[config.mk]
export PLATFORM = sky130hd
export DESIGN_NAME = shift_reg_window
export DESIGN_NICKNAME = d
export VERILOG_FILES = /design/src/rtl/shift_reg_window.sv
export SDC_FILE = /design/constraint.sdc
export NUM_CORES = 2
export LEC_CHECK = 0
export CORE_MARGIN = 1
export CORE_UTILIZATION = 30
export DETAILED_ROUTE_END_ITERATION = 7
export MAX_ROUTING_LAYER = met4
export SLEW_MARGIN = 5
export SYNTH_ARGS = -nofsm -noshare
export SYNTH_HDL_FRONTEND = slang
export SYNTH_SLANG_ARGS = --single-unit
export TNS_END_PERCENT = 20
[constraint.sdc]
create_clock -name clk -period 170.1 [get_ports clk]
set_clock_uncertainty 0.2 [all_clocks]
set_input_delay 34.02 -clock clk [delete_from_list [all_inputs] [get_ports clk]]
set_output_delay 34.02 -clock clk [all_outputs]
set_load 0.01 [all_outputs]
[src/rtl/shift_reg_window.sv]
// Sliding-window generator for raster-scan pixel streams: a flop-based delay line
// spanning (block_height-1) lines plus block_width pixels, tapped into a flat window bus.
module shift_reg_window #(
    parameter int pixel_depth  = 8,
    parameter int frame_width  = 200,
    parameter int block_width  = 3,
    parameter int block_height = 3
) (
    input  logic                                          clk,
    input  logic                                          rst,
    input  logic                                          en,
    input  logic [pixel_depth-1:0]                        pixel_in,
    output logic [pixel_depth*block_width*block_height-1:0] window_out
);

    localparam int LINE_DEPTH = frame_width * (block_height - 1) + block_width;

    logic [pixel_depth-1:0] line_q [LINE_DEPTH];
    logic [pixel_depth-1:0] line_d [LINE_DEPTH];

    // Next-state of the delay line: shift by one stage on an enabled clock, else hold.
    always_comb begin
        line_d = line_q;
        if (en) begin
            line_d[0] = pixel_in;
            for (int i = 1; i < LINE_DEPTH; i++) begin
                line_d[i] = line_q[i - 1];
            end
        end else begin
            line_d = line_q;
        end
    end

    // Delay-line storage; every stage clears asynchronously so no RAM is inferred.
    always_ff @(posedge clk or posedge rst) begin
        if (rst) begin
            for (int i = 0; i < LINE_DEPTH; i++) begin
                line_q[i] <= '0;
            end
        end else begin
            line_q <= line_d;
        end
    end

    // Element k = r*block_width + c taps stage r*frame_width + c; pure wiring from flops.
    for (genvar r = 0; r < block_height; r++) begin : g_row
        for (genvar c = 0; c < block_width; c++) begin : g_col
            assign window_out[(r*block_width + c)*pixel_depth +: pixel_depth] =
                line_q[r*frame_width + c];
        end
    end

endmodule

### Word level (Yosys, flattened, before mapping)

Index checks and enable logic that the tools add are counted.

* input bits: 11
* flip-flop bits (word level): 3224
* logic and storage cells: 403
* output and inout bits: 72

### Longest topological paths before layout

* depth after elaboration: 0
* mapped depth: 5
* mapped depth without buffers: 1

### Least setup slack after synthesis

Ideal clock, no wire load.

* kind: input-to-reg
* start: in en
* end: reg line_q[1456] in the netlist's numbering
* required time: 169.775 ns
* slack: 134.810 ns
* buffers on the path: 4
* stages on the path: 5
* setup time: 0.125 ns
* arrival time: 34.965 ns
* path through: buf_2 buf_4 buf_6 buf_6 mux2_2

RTL lines
* start: declaration: RTL line 11 `input logic en,`
* end signal: assignment: RTL line 41 `line_q <= line_d;`
* end: declaration: RTL line 18 `logic [pixel_depth-1:0] line_q [LINE_DEPTH];`

No word-level cell between the ends.

==> impl_metrics.toml <==
[finish]
drive_above_1_share_pct = 53.2
nets = 6943
syn_to_final_growth_pct = 13.5
finalInstanceArea_um2 = 136000
fin_cells = 12424

[critical_path]
slowest_delay_ns = 0.85
cp_slowest_cell = "buf_4"
worstPathRequired_ns = 170.73
startpoint_type = "input port"
arrival_ns = 41.35
worstSetupPathType = "in2async"
path_cells = "clkdlybuf4s50_1, inv_8, buf_4, buf_4, buf_4, buf_4, buf_12, buf_4, buf_4, buf_4"
worst_path_most_repeated_cell = "buf_4"
critPathCaptureType = "async pin"
rr_startpoint = "window_out[35]"
path_max_fanout = 153
startpoint = "rst"

[floorplanning]
initial_core_util_pct = 30.2
row_count = 231
die-area_um2 = 402000
core_um2 = 397000
pin_count = 83
die_y_um = 634
die_w_um = 634

[hold_path]
hp-start = "line_q[2647]"
hp-class = "reg2reg"

[synthesis]
synth_area_per_cell_um2 = 17.4
synth_top_cell_area_share_pct = 67.3
ys_dominant_reg_cell = "dfrtp_1"
synth_nets = 6890
synth_area_leaders = "dfrtp_1 (67%), mux2_2 (30%), buf_4 (1.1%)"
synth-edff-count = 0
synth_warnings = 0
synthTopCellsByCount = "dfrtp_1 (3,224), mux2_2 (3,224), buf_2 (206)"
synth_async_sr_flop_share_pct = 100
syn-cell-area_um2 = 120000
yosys.area.top_type = "dfrtp_1"
synthCells = 6879
ys_seq_area_share_pct = 67.3
synth-seq-cells = 3224
ys_types = 6

[global_routing]
grt_pass1_vias = 58780
antenna_found_initial = 1
met1_usage_pct = 9.71
met2_usage_pct = 13.3
grt_util_all_layers_pct = 7.97
grt-ovfl-total = 0
grt_pass1_wl_mm = 277
grt_use_met3_pct = 1.63
grt_max_degree = 199
grt.busiest_layer = "met2"

[placed_design]
place_inst = 11846
place_area_um2 = 125000
place_ws_ns = 127.90
place_congestion = 0.674
port-buffer-count = 82
dpl.hpwl_mm = 83.9

[sta]
timing.final.crit_share_pct = 23.9
slew_viol_final = 0
min_period_ns = 40.72
fmax_ghz = 0.0246
finalSetupViolCount = 0
tightest_slew_ns = 1.15
rsz0062_at_grt = "no"
finalSetupTns_ns = 0
layout_setup_ws_ns = 129.38
hold_viol = 0
slew_headroom_pct = 23.3

[clock_network]
post_cts.repair.setup_buffers = 0
path_clk_slew_ns = 0.06
root_buffer = "clkbuf_16"
clk_path_buf_depth = 4
cts_buffers = 326
postCtsResizedCells = 0
clock-sinks = 3224
htreeDepth = 5
ctsHoldBuffers = 0
clk_latency_ns = 0.84
cts_tree = "done"

[job]
drv_cap = 0

[route]
vias = 52830
drc = 0
via_per_inst = 4.25
detail-route-antenna-nets = 0
first_iter_violations = 2282
dr.pass1.iters = 6
wl_per_cell_um = 12.3
drt-total-wl_mm = 152

[power_and_ir_drop]
leakagePower_nw = 68.5
switching_share_pct = 21.0
ir_drop_uv = 9.74
power.internal_mw = 1.26
seqPwrFrac_pct = 50.4
power.switching_uw = 334
clockPowerShare_pct = 45.4
power_density_nw_per_um2 = 11.7
p_comb_share_pct = 4.2

[status]
outcome = "finished, final reports clean"
==> metal layers <==
layer  vias up  part of all wire (%)
met5         -                     0
li1      24342                     -
met1     27768                    45
met4         0                   2.7
met3       314                   3.6
met2       406                    49
==> power by group through the flow <==
stage / Sequential (mW) / Clock (mW) / Combinational [mW]
after floorplan: 0.819 / 0 / 0.0602
after global placement: 0.815 / 0 / 0.0660
after detailed placement: 0.816 / 0 / 0.0686
after CTS: 0.802 / 0.755 / 0.0691
after global routing: 0.805 / 0.785 / 0.0744
final: 0.802 / 0.723 / 0.0665
==> metrics by stage <==
stage	power, mW	utilization [%]	hold WS (ns)
floorplan	0.879	-	0.275
global placement	0.881	31.5	0.282
detailed placement	0.885	31.5	0.285
CTS	1.63	34.3	0.251
global route	1.66	34.3	0.287
finish	1.59	34.3	0.264
==> state kept, by name, indices dropped and copies added, names as in the netlist <==
signal / flops
window_out: 72
line_q: 3152
==> layout by cell type (no fill, tap or decap), drive strengths merged <==
master	netlist	layout
mux2	3224	3224
dfrtp	3224	3224
clkbuf	0	457
clkdlybuf4s50	0	81
buf	430	74
clkinv	0	64
bufinv	0	29
inv	1	15
clkinvlp	0	13
diode	0	1
==> kinds of logic (layout without fill, tap and decap cells) <==
kind of cell	after synthesis	in the layout	share of synthesized area, %
muxes	3224	3224	30.3
DFF	3224	3224	67.3
buffers and inverters	431	733	2.43
other	0	1	0
==> worst paths after layout <==
| kind | endpoint | slack [ns] | cells after the start |
|---|---|---|---|
| min reg2reg | line_q[2639] | 0.26 | 1 |
| max in group clk | line_q[1339] | 131.18 | 7 |
| max reg2reg | window_out[35] | 169.03 | 1 |
| max | line_q[2541] | 129.38 | 10 |
| min in group asynchronous | line_q[726] | 33.53 | 2 |
| min | line_q[2639] | 0.26 | 1 |
==> worst max-delay path, delay by kind of cell <==
family	cells	cell delay (ns)
buffers and inverters	10	7.07
==> final cells by class <==
cell class | count | area [um^2]
well taps | 5242 | 6560
inverters | 1 | 11.3
fillers | 37220 | 261000
diodes | 1 | 2.50
repair buffers | 155 | 1490
clock buffers | 457 | 9520
clock inverters | 120 | 1510
multi-input cells | 3224 | 36300
flip-flops and latches | 3224 | 80700
No activity file was read; power rests on OpenSTA's default activity.
